`src/rtl/api_pkg.sv`:
```
// Shared definitions for the host command path: command codes, reader FSM states and
// the SDRAM word-address width.
package api_pkg;

   localparam int unsigned SDRAM_ADDR_W = 22;

   localparam logic [7:0] CMD_WRITE     = 8'd1;
   localparam logic [7:0] CMD_LOAD_DONE = 8'd2;
   localparam logic [7:0] CMD_READ      = 8'd3;

   typedef enum logic [1:0] {
      StIdle,
      StRun,
      StDrain
   } reader_state_e;

endpackage

```
`src/rtl/word_fifo.sv`:
```
// Synchronous FIFO with flush and free-slot count; used as the reader's word prefetch buffer.
module word_fifo #(
   parameter int unsigned WIDTH = 16,
   parameter int unsigned DEPTH = 2,
   localparam int unsigned CNT_W = $clog2(DEPTH) + 1
) (
   input  logic             i_clk,
   input  logic             i_rst_n,
   input  logic             i_flush,
   input  logic             i_push,
   input  logic [WIDTH-1:0] i_data,
   input  logic             i_pop,
   output logic [WIDTH-1:0] o_data,
   output logic             o_full,
   output logic             o_empty,
   output logic [CNT_W-1:0] o_free
);

   localparam int unsigned PTR_W = $clog2(DEPTH);

   logic [WIDTH-1:0] r_mem [DEPTH];
   logic [PTR_W-1:0] r_wr_ptr;
   logic [PTR_W-1:0] r_rd_ptr;
   logic [CNT_W-1:0] r_count;

   logic w_do_push;
   logic w_do_pop;

   assign o_full  = (r_count == CNT_W'(DEPTH));
   assign o_empty = (r_count == '0);
   assign o_free  = CNT_W'(DEPTH) - r_count;
   assign o_data  = r_mem[r_rd_ptr];

   // A full FIFO rejects a push even when a pop happens in the same cycle.
   assign w_do_push = i_push & ~o_full;
   assign w_do_pop  = i_pop & ~o_empty;

   always_ff @(posedge i_clk or negedge i_rst_n) begin
      if (!i_rst_n) begin
         r_wr_ptr <= '0;
         r_rd_ptr <= '0;
         r_count  <= '0;
      end else if (i_flush) begin
         r_wr_ptr <= '0;
         r_rd_ptr <= '0;
         r_count  <= '0;
      end else begin
         if (w_do_push) r_wr_ptr <= r_wr_ptr + PTR_W'(1);
         if (w_do_pop)  r_rd_ptr <= r_rd_ptr + PTR_W'(1);
         if (w_do_push && !w_do_pop) r_count <= r_count + CNT_W'(1);
         else if (!w_do_push && w_do_pop) r_count <= r_count - CNT_W'(1);
      end
   end

   always_ff @(posedge i_clk) begin
      if (w_do_push && !i_flush) r_mem[r_wr_ptr] <= i_data;
   end

endmodule

```
`src/rtl/sdram_reader.sv`:
```
// Streams a byte range from SDRAM to the host byte bus, low byte of each word first,
// with a small word prefetch buffer between the fetch and output engines.
module sdram_reader
   import api_pkg::*;
#(
   parameter int unsigned FIFO_DEPTH = 2,
   parameter int unsigned LEN_WIDTH  = 16
) (
   input  logic                    i_clk,
   input  logic                    i_reset_n,
   input  logic                    i_start,
   input  logic [SDRAM_ADDR_W-1:0] i_start_address,
   input  logic                    i_start_high,
   input  logic [LEN_WIDTH-1:0]    i_length,
   output logic                    o_active,
   output logic                    o_done,
   output logic                    o_aborted,
   output logic                    o_ram_req,
   output logic                    o_ram_we,
   output logic [SDRAM_ADDR_W-1:0] o_ram_address,
   input  logic [15:0]             i_ram_data_read,
   input  logic                    i_ram_busy,
   output logic                    o_bus_wr_valid,
   input  logic                    i_bus_wr_ready,
   output logic [7:0]              o_bus_wr_data,
   input  logic                    i_bus_closed
);

   localparam int unsigned CNT_W = $clog2(FIFO_DEPTH) + 1;
   localparam int unsigned AW    = SDRAM_ADDR_W;

   reader_state_e        r_state,         w_state_next;
   logic                 r_req,           w_req_next;
   logic [AW-1:0]        r_ram_address,   w_ram_address_next;
   logic [AW-1:0]        r_addr,          w_addr_next;
   logic                 r_outstanding,   w_outstanding_next;
   logic                 r_busy_seen,     w_busy_seen_next;
   logic [LEN_WIDTH:0]   r_words,         w_words_next;
   logic [LEN_WIDTH-1:0] r_remain,        w_remain_next;
   logic                 r_phase,         w_phase_next;
   logic                 r_done,          w_done_next;
   logic                 r_aborted,       w_aborted_next;

   logic [15:0]          w_fifo_data;
   logic                 w_fifo_full;
   logic                 w_fifo_empty;
   logic [CNT_W-1:0]     w_fifo_free;
   logic                 w_push;
   logic                 w_pop;
   logic                 w_flush;

   logic [LEN_WIDTH:0]   w_bytes_sum;
   logic [LEN_WIDTH:0]   w_words_init;
   logic                 w_complete;
   logic                 w_wr_valid;
   logic                 w_hs;
   logic                 w_start_ok;
   logic                 w_can_fetch;

   word_fifo #(
      .WIDTH (16),
      .DEPTH (FIFO_DEPTH)
   ) u_fifo (
      .i_clk   (i_clk),
      .i_rst_n (i_reset_n),
      .i_flush (w_flush),
      .i_push  (w_push),
      .i_data  (i_ram_data_read),
      .i_pop   (w_pop),
      .o_data  (w_fifo_data),
      .o_full  (w_fifo_full),
      .o_empty (w_fifo_empty),
      .o_free  (w_fifo_free)
   );

   // Words to fetch = ceil((length + start_high) / 2).
   assign w_bytes_sum  = {1'b0, i_length} + {{LEN_WIDTH{1'b0}}, i_start_high};
   assign w_words_init = (w_bytes_sum >> 1) + {{LEN_WIDTH{1'b0}}, w_bytes_sum[0]};

   assign w_complete  = r_outstanding & r_busy_seen & ~i_ram_busy;
   assign w_wr_valid  = (r_state != StIdle) & ~w_fifo_empty;
   assign w_hs        = w_wr_valid & i_bus_wr_ready;
   assign w_start_ok  = (r_state == StIdle) & i_start & ~r_outstanding;
   // Free slots must cover the read already in flight.
   assign w_can_fetch = ~r_outstanding & ~i_ram_busy & (r_words != '0) &
                        (w_fifo_free > CNT_W'(r_outstanding));

   always_comb begin
      w_state_next       = r_state;
      w_req_next         = 1'b0;
      w_ram_address_next = r_ram_address;
      w_addr_next        = r_addr;
      w_outstanding_next = r_outstanding;
      w_busy_seen_next   = r_busy_seen;
      w_words_next       = r_words;
      w_remain_next      = r_remain;
      w_phase_next       = r_phase;
      w_done_next        = 1'b0;
      w_aborted_next     = 1'b0;
      w_push             = 1'b0;
      w_pop              = 1'b0;
      w_flush            = 1'b0;

      if (r_outstanding && i_ram_busy) w_busy_seen_next = 1'b1;
      if (w_complete) begin
         w_outstanding_next = 1'b0;
         w_busy_seen_next   = 1'b0;
      end

      unique case (r_state)
         StIdle: begin
            if (w_start_ok) begin
               if (i_length == '0) begin
                  w_done_next = 1'b1;
               end else begin
                  w_state_next  = StRun;
                  w_remain_next = i_length;
                  w_phase_next  = i_start_high;
                  w_addr_next   = i_start_address;
                  w_words_next  = w_words_init;
                  if (!i_ram_busy) begin
                     w_req_next         = 1'b1;
                     w_ram_address_next = i_start_address;
                     w_addr_next        = i_start_address + AW'(1);
                     w_words_next       = w_words_init - (LEN_WIDTH + 1)'(1);
                     w_outstanding_next = 1'b1;
                  end
               end
            end
         end
         StRun, StDrain: begin
            if (i_bus_closed) begin
               // Any read still in flight completes in idle and is dropped there.
               w_state_next   = StIdle;
               w_flush        = 1'b1;
               w_done_next    = 1'b1;
               w_aborted_next = 1'b1;
            end else begin
               w_push = w_complete & ~w_fifo_full;
               if (r_state == StRun) begin
                  if (w_can_fetch) begin
                     w_req_next         = 1'b1;
                     w_ram_address_next = r_addr;
                     w_addr_next        = r_addr + AW'(1);
                     w_words_next       = r_words - (LEN_WIDTH + 1)'(1);
                     w_outstanding_next = 1'b1;
                  end else if (r_words == '0 && !r_outstanding) begin
                     w_state_next = StDrain;
                  end
               end
               if (w_hs) begin
                  w_remain_next = r_remain - LEN_WIDTH'(1);
                  if (r_phase) begin
                     w_pop        = 1'b1;
                     w_phase_next = 1'b0;
                  end else if (r_remain == LEN_WIDTH'(1)) begin
                     w_pop = 1'b1;
                  end else begin
                     w_phase_next = 1'b1;
                  end
                  if (r_remain == LEN_WIDTH'(1)) begin
                     w_state_next = StIdle;
                     w_done_next  = 1'b1;
                  end
               end
            end
         end
         default: w_state_next = StIdle;
      endcase
   end

   always_ff @(posedge i_clk or negedge i_reset_n) begin
      if (!i_reset_n) begin
         r_state       <= StIdle;
         r_req         <= 1'b0;
         r_ram_address <= '0;
         r_addr        <= '0;
         r_outstanding <= 1'b0;
         r_busy_seen   <= 1'b0;
         r_words       <= '0;
         r_remain      <= '0;
         r_phase       <= 1'b0;
         r_done        <= 1'b0;
         r_aborted     <= 1'b0;
      end else begin
         r_state       <= w_state_next;
         r_req         <= w_req_next;
         r_ram_address <= w_ram_address_next;
         r_addr        <= w_addr_next;
         r_outstanding <= w_outstanding_next;
         r_busy_seen   <= w_busy_seen_next;
         r_words       <= w_words_next;
         r_remain      <= w_remain_next;
         r_phase       <= w_phase_next;
         r_done        <= w_done_next;
         r_aborted     <= w_aborted_next;
      end
   end

   assign o_active       = (r_state != StIdle);
   assign o_done         = r_done;
   assign o_aborted      = r_aborted;
   assign o_ram_req      = r_req;
   assign o_ram_we       = 1'b0;
   assign o_ram_address  = r_ram_address;
   assign o_bus_wr_valid = w_wr_valid;
   assign o_bus_wr_data  = w_wr_valid ? (r_phase ? w_fifo_data[15:8] : w_fifo_data[7:0]) : 8'h00;

endmodule

```
`config.mk`:
```
export PLATFORM = sky130hd
export DESIGN_NAME = sdram_reader
export DESIGN_NICKNAME = d
export VERILOG_FILES = /design/src/rtl/api_pkg.sv /design/src/rtl/word_fifo.sv /design/src/rtl/sdram_reader.sv
export SDC_FILE = /design/constraint.sdc
export NUM_CORES = 1
export LEC_CHECK = 0
export CORE_ASPECT_RATIO = 1.2
export CORE_MARGIN = 10
export CORE_UTILIZATION = 60
export DETAILED_ROUTE_END_ITERATION = 7
export PLACE_DENSITY_LB_ADDON = 0.3
export SKIP_CTS_REPAIR_TIMING = 1
export SLEW_MARGIN = 20
export SYNTH_ARGS = -nofsm -noshare
export SYNTH_HDL_FRONTEND = slang
export SYNTH_SLANG_ARGS = --single-unit
```
`constraint.sdc`:
```
create_clock -name i_clk -period 7.2 [get_ports i_clk]
set_input_delay 1.44 -clock i_clk [delete_from_list [all_inputs] [get_ports i_clk]]
set_output_delay 1.44 -clock i_clk [all_outputs]
set_load 0.01 [all_outputs]
```
==> impl_metrics.env, run 1 <==
export IMPL_multi_input_area_um2=4520
export IMPL_p_leak_nw=3.64
export IMPL_finalHoldViolCount=0
export IMPL_routed_wl_um=20700
export IMPL_p_sw_mw=1.43
export IMPL_grt_pass1_wl_um=33900
export IMPL_syn_num_nets=947
export IMPL_track_usage_pct=22.0
export IMPL_cts_clk_slew_worst_paths_ns=0.06
export IMPL_firstDrtPassIters=5
export IMPL_row_count=46
export IMPL_powerDensity_nw_per_um2=361
export IMPL_synth_edf_count=32
export IMPL_start_kind="input pin"
export IMPL_relSlewSlack_pct=33.3
export IMPL_antenna_found_initial=1
export IMPL_pwr_share_clk_pct=23.7
export IMPL_globalplace_congestion=0.883
export IMPL_ys_seq_area_share_pct=40.0
export IMPL_cts_root_buf="clkbuf_16"
export IMPL_die_width_um=125
export IMPL_syn_instance_count=867
export IMPL_status="finished clean"
export IMPL_hold_class="register to register"
export IMPL_crit_required_ns=7.51
export IMPL_p_seq_share_pct=34.7
export IMPL_synth_cell_types=79
export IMPL_drc=0
export IMPL_grt_pass1_vias=6918
export IMPL_drtIter0Drc=608
export IMPL_swShare_pct=41.3
export IMPL_synth_top_area_share_pct=27.9
export IMPL_synth_area_per_cell_um2=9.19
export IMPL_die_area_um2=18300
export IMPL_diodes=0
export IMPL_maxSlewViolCount=0
export IMPL_ir_drop_mv=0.216
export IMPL_via_count=6972
export IMPL_start_util_pct=60.7
export IMPL_final_seq_area_um2=3190
export IMPL_rsz0062_at_grt="no"
export IMPL_yosys_most_used_dff="dfrtp_1"
export IMPL_core_area_um2=13100
export IMPL_p_comb_share_pct=41.6
export IMPL_yosys_top_cells_count="dfrtp_1, o21ai_0, nand2_1, a21oi_1, nand3_1"
export IMPL_cts_tree="yes"
export IMPL_grt_ovfl_total=0
export IMPL_p_total_mw=3.46
export IMPL_synth_most_common_cell="dfrtp_1"
export IMPL_yosys_area_top_type="dfrtp_1"
export IMPL_ys_async_sr_fraction_pct=73.6
export IMPL_area_delta_synth_final_pct=20.0
export IMPL_utilization_pct=72.9
export IMPL_post_route_period_util_pct=63.8
export IMPL_fmax_mhz=218
export IMPL_synth_area_leaders="dfrtp_1, edfxtp_1, o21ai_0"
export IMPL_grt_max_degree=78
export IMPL_internal_power_mw=2.03
export IMPL_cts_num_sinks=121
export IMPL_dp_cells=1086
export IMPL_clock_skew_ns=0.00773
export IMPL_clock_latency_ns=0.42
export IMPL_hold_ws_ns=0.478
export IMPL_clockBufferDepth=2
export IMPL_crit_fanout=10
export IMPL_num_fill_cells=984
export IMPL_tns_ns=0
export IMPL_finalSetupViolCount=0
export IMPL_via_per_inst=6.23
export IMPL_portBuffers=95
export IMPL_io_pins=97
export IMPL_wire_per_inst_um=18.5
export IMPL_htreeDepth=4
export IMPL_dpl_hpwl_um=14400
export IMPL_cts_buffers=17
export IMPL_nets=1018
export IMPL_drive_gt1_share_pct=8.52
export IMPL_syn_area_um2=7970
export IMPL_worst_pin_slew_ns=1.00
export IMPL_die_h_um=146
export IMPL_finalCriticalPeriod_ns=4.60
export IMPL_arrival_ns=4.90
export IMPL_yosys_register_bits=121
export IMPL_cap_violations=0
export IMPL_ant_nets=0
export IMPL_yosys_warnings=0
export IMPL_critPathKind="input pin to register"
export IMPL_endpoint_kind="register"
export IMPL_fin_cells=1119
-- layout make-up --
cell class,instances,area share (%)
inverters,18,0.706
clock buffers,17,4.45
repair buffers,100,10.5
clock inverters,15,1.60
well taps,168,2.20
multi-input cells,680,47.2
flip-flops and latches,121,33.3
-- logic make-up after synthesis --
kind of cell    share of synthesized area [%]
simple gates                             24.0
xor+xnor                                 6.37
buf+inv                                  3.67
mux                                      5.54
compound gates                           17.4
other cells                            0.0470
flops                                    40.0
fa+ha+maj                                2.98
-- critical path, cell delays in order --
cell and delay, ns:
clkdlybuf4s50_1 0.70, ha_1 0.47, xor2_1 0.19, ha_1 0.20
inv_1 0.10, nor3_2 0.33, nand3_2 0.16, xnor2_1 0.40
nand3_2 0.22, nor4_4 0.36, xor2_1 0.10, o221a_2 0.23
-- per-stage QoR --
stage          area [µm²]  setup slack, ns
2_1_floorplan        7970             3.14
3_3_place_gp         8960             2.31
3_5_place_dp         8960             2.22
4_1_cts              9540             2.66
5_1_grt              9570             2.29
6_report             9570             2.60
-- sequential cells by signal (all words and copies together) (netlist names), 2 cells and up --
name / count
u_fifo.r_mem: 32
r_words: 17
r_addr: 22
o_ram_address: 22
r_remain: 16
u_fifo.r_count: 2
r_state: 2
-- worst paths after layout --
path | startpoint | depth (start not counted) | to | slack [ns]
min in group asynchronous | i_reset_n | 1 | r_remain[6] | 0.85
min | o_ram_address[4] | 2 | o_ram_address[4] | 0.48
min reg2reg | o_ram_address[4] | 2 | o_ram_address[4] | 0.48
max | i_length[1] | 12 | r_words[14] | 2.60
max in group asynchronous | i_reset_n | 2 | r_addr[15] | 5.11
max reg2reg | r_state[0] | 8 | r_words[16] | 3.51
-- layer usage --
metal  vias up  global-route usage [%]  wire length (µm)
met3        44                    4.74              1180
met1      3333                    25.6              8410
met5         -                       0                11
li1       3353                       -                 -
met2       240                    38.9             10600
met4         2                    8.02               425
-- power groups by stage --
stage               clock, mW  sequential, mW  combinational [mW]
global placement            0            1.18                1.36
global route            0.862            1.24                1.60
floorplan                   0            1.16               0.961
finish                  0.821            1.20                1.44
detailed placement          0            1.20                1.40
CTS                     0.830            1.19                1.41
-- placed cells by master, fill, tap and decap left out, types with 21 or more instances in the layout --
master / netlist / layout
mux2i_1: 25 / 25
and3_1: 21 / 21
edfxtp_1: 32 / 32
dfrtp_1: 89 / 89
nor2_1: 49 / 49
and2_1: 21 / 21
xnor2_1: 35 / 35
nand3_1: 50 / 50
o21ai_0: 85 / 85
o22ai_1: 25 / 25
clkdlybuf4s50_1: 0 / 94
nand2_1: 83 / 82
a21oi_1: 54 / 54
(Power assumes the default switching activity.)
==> run 2, diff against run 1 <==
Settings changed: CORE_UTILIZATION 60 to 51.
Clock period 7.2 ns to 3.8 ns, I/O delays scaled along.
==> impl_metrics.env, run 2 (synthesis results as in run 1) <==
export IMPL_largest_register_ffs=32
export IMPL_cts_root_buf="clkbuf_16"
export IMPL_finalCriticalPeriod_ns=3.57
export IMPL_core_area_um2=15500
export IMPL_crit_required_ns=4.11
export IMPL_diodes=0
export IMPL_wire_per_inst_um=17.4
export IMPL_grt_max_degree=65
export IMPL_cts_buffers=17
export IMPL_row_count=50
export IMPL_cp_cell_sequence="clkdlybuf4s50_1 > ha_1 > ha_2 > a21bo_2 > nor4_1 > or3_1 > nand3_2 > or3_1 > a21o_1 > nor4_4 > xor2_1 > o221a_2"
export IMPL_reg2reg_from="r_words[13]"
export IMPL_clock_skew_ns=0.0137
export IMPL_slowest_stage="clkdlybuf4s50_1"
export IMPL_cap_violations=0
export IMPL_grt_ovfl_total=0
export IMPL_powerDensity_nw_per_um2=662
export IMPL_via_count=7162
export IMPL_crit_fanout=8
export IMPL_dpl_hpwl_um=15700
export IMPL_die_h_um=157
export IMPL_cts_num_sinks=121
export IMPL_final_cell_mix="clkdlybuf4s50_1, dfrtp_1, o21ai_0"
export IMPL_cts_clk_slew_worst_paths_ns=0.07
export IMPL_post_route_period_util_pct=94.0
export IMPL_num_fill_cells=1236
export IMPL_die_area_um2=21100
export IMPL_endpoint_kind="register"
export IMPL_reg2reg_setup_slack_ns=0.73
export IMPL_worstReg2RegEnd="r_words[10]"
export IMPL_cp_common_cell="or3_1"
export IMPL_die_width_um=134
export IMPL_worst_pin_slew_ns=0.734
export IMPL_hold_ws_ns=0.363
export IMPL_drc=0
export IMPL_globalplace_congestion=0.963
export IMPL_track_usage_pct=20.7
export IMPL_firstDrtPassIters=5
export IMPL_start_kind="input pin"
export IMPL_drtIter0Drc=529
export IMPL_area_delta_synth_final_pct=27.8
export IMPL_hold_class="input pin to asynchronous set/reset pin"
export IMPL_relSlewSlack_pct=50.4
export IMPL_fmax_mhz=280
export IMPL_finalSetupViolCount=0
export IMPL_p_leak_nw=4.00
export IMPL_rsz0062_at_grt="no"
export IMPL_nets=1091
export IMPL_cts_tree="yes"
export IMPL_portBuffers=95
export IMPL_io_pins=97
export IMPL_routed_wl_um=21400
export IMPL_top_register="u_fifo.r_mem"
export IMPL_crit_path_max_incr_delay_ns=0.53
export IMPL_drive_gt1_share_pct=15.0
export IMPL_p_total_mw=6.74
export IMPL_clockBufferDepth=2
export IMPL_grt_pass1_vias=7140
export IMPL_final_common_cell="clkdlybuf4s50_1"
export IMPL_antenna_found_initial=0
export IMPL_ir_drop_mv=0.365
export IMPL_utilization_pct=65.9
export IMPL_placement_setup_worst_slack_ns=-0.277
export IMPL_ff2ff_path_depth=9
export IMPL_htreeDepth=4
export IMPL_grt_pass1_wl_um=35800
export IMPL_via_per_inst=5.81
export IMPL_setup_slack_ns=0.230
export IMPL_maxSlewViolCount=0
export IMPL_arrival_ns=3.88
export IMPL_clock_latency_ns=0.42
export IMPL_critPathKind="input pin to register"
export IMPL_finalHoldViolCount=0
export IMPL_ant_nets=0
export IMPL_start_util_pct=51.6
export IMPL_status="finished clean"
[run 2: power by group]
part,switching (mW),internal (mW)
Sequential,0.464,1.80
Clock,0.676,0.995
Combinational,1.56,1.26
[run 2: metal layers]
metal | routed length (µm) | global-route usage [%] | vias up
li1 | - | - | 3499
met1 | 9130 | 24.4 | 3409
met2 | 10800 | 36.2 | 215
met3 | 1060 | 4.46 | 39
met4 | 449 | 7.78 | 0
met5 | 0 | 0 | -
[run 2: stage by stage]
stage / std cells / instance area, µm² / setup TNS [ns]
final: 1232 / 10200 / 0
after global routing: 1232 / 10200 / 0
after CTS: 1232 / 10200 / 0
after detailed placement: 1200 / 9580 / -1.62
after global placement: 1200 / 9580 / -0.913
after floorplan: 867 / 7970 / 0
[run 2: final cells by class]
class	instances	area (µm²)	area share, %
Multi-Input combinational cell	680	4520	44.3
Clock inverter	15	181	1.78
Timing Repair Buffer	173	1550	15.2
Sequential cell	121	3190	31.3
Clock buffer	17	425	4.18
Tap cell	208	260	2.55
Inverter	18	67.6	0.663
[run 2: worst max-delay path by stage]
stage            startpoint           to  slack (ns)  depth (start not counted)
2_1_floorplan  i_start_high  r_words[14]        0.42                         12
3_3_place_gp   i_start_high  r_words[14]       -0.20                         12
3_5_place_dp   i_start_high  r_words[14]       -0.28                         13
4_1_cts        i_start_high  r_words[14]        0.16                         12
5_1_grt        i_start_high  r_words[14]       0.006                         12
6_report       i_start_high  r_words[14]        0.23                         12
[run 2: worst max-delay path, delay by kind of cell]
family / cells / cell delay [ns]
buf+inv: 1 / 0.53
fa+ha+maj: 2 / 0.43
simple gates: 5 / 1.32
xor+xnor: 1 / 0.10
compound gates: 3 / 0.73
==> run 3, diff against run 2 <==
==> constraint.sdc (replaced) <==
create_clock -name i_clk -period 3.8 [get_ports i_clk]
set_input_delay 0.76 -clock i_clk [delete_from_list [all_inputs] [get_ports i_clk]]
set_output_delay 0.76 -clock i_clk [all_outputs]
set_load 0.005 [all_outputs]
==> results of run 3 <==
The final DEF is identical to that of run 2. Status: finished clean.
Main changes from that run: total power 6.74 mW -> 6.69 mW; worst IR drop on VDD 0.365 mV -> 0.364 mV
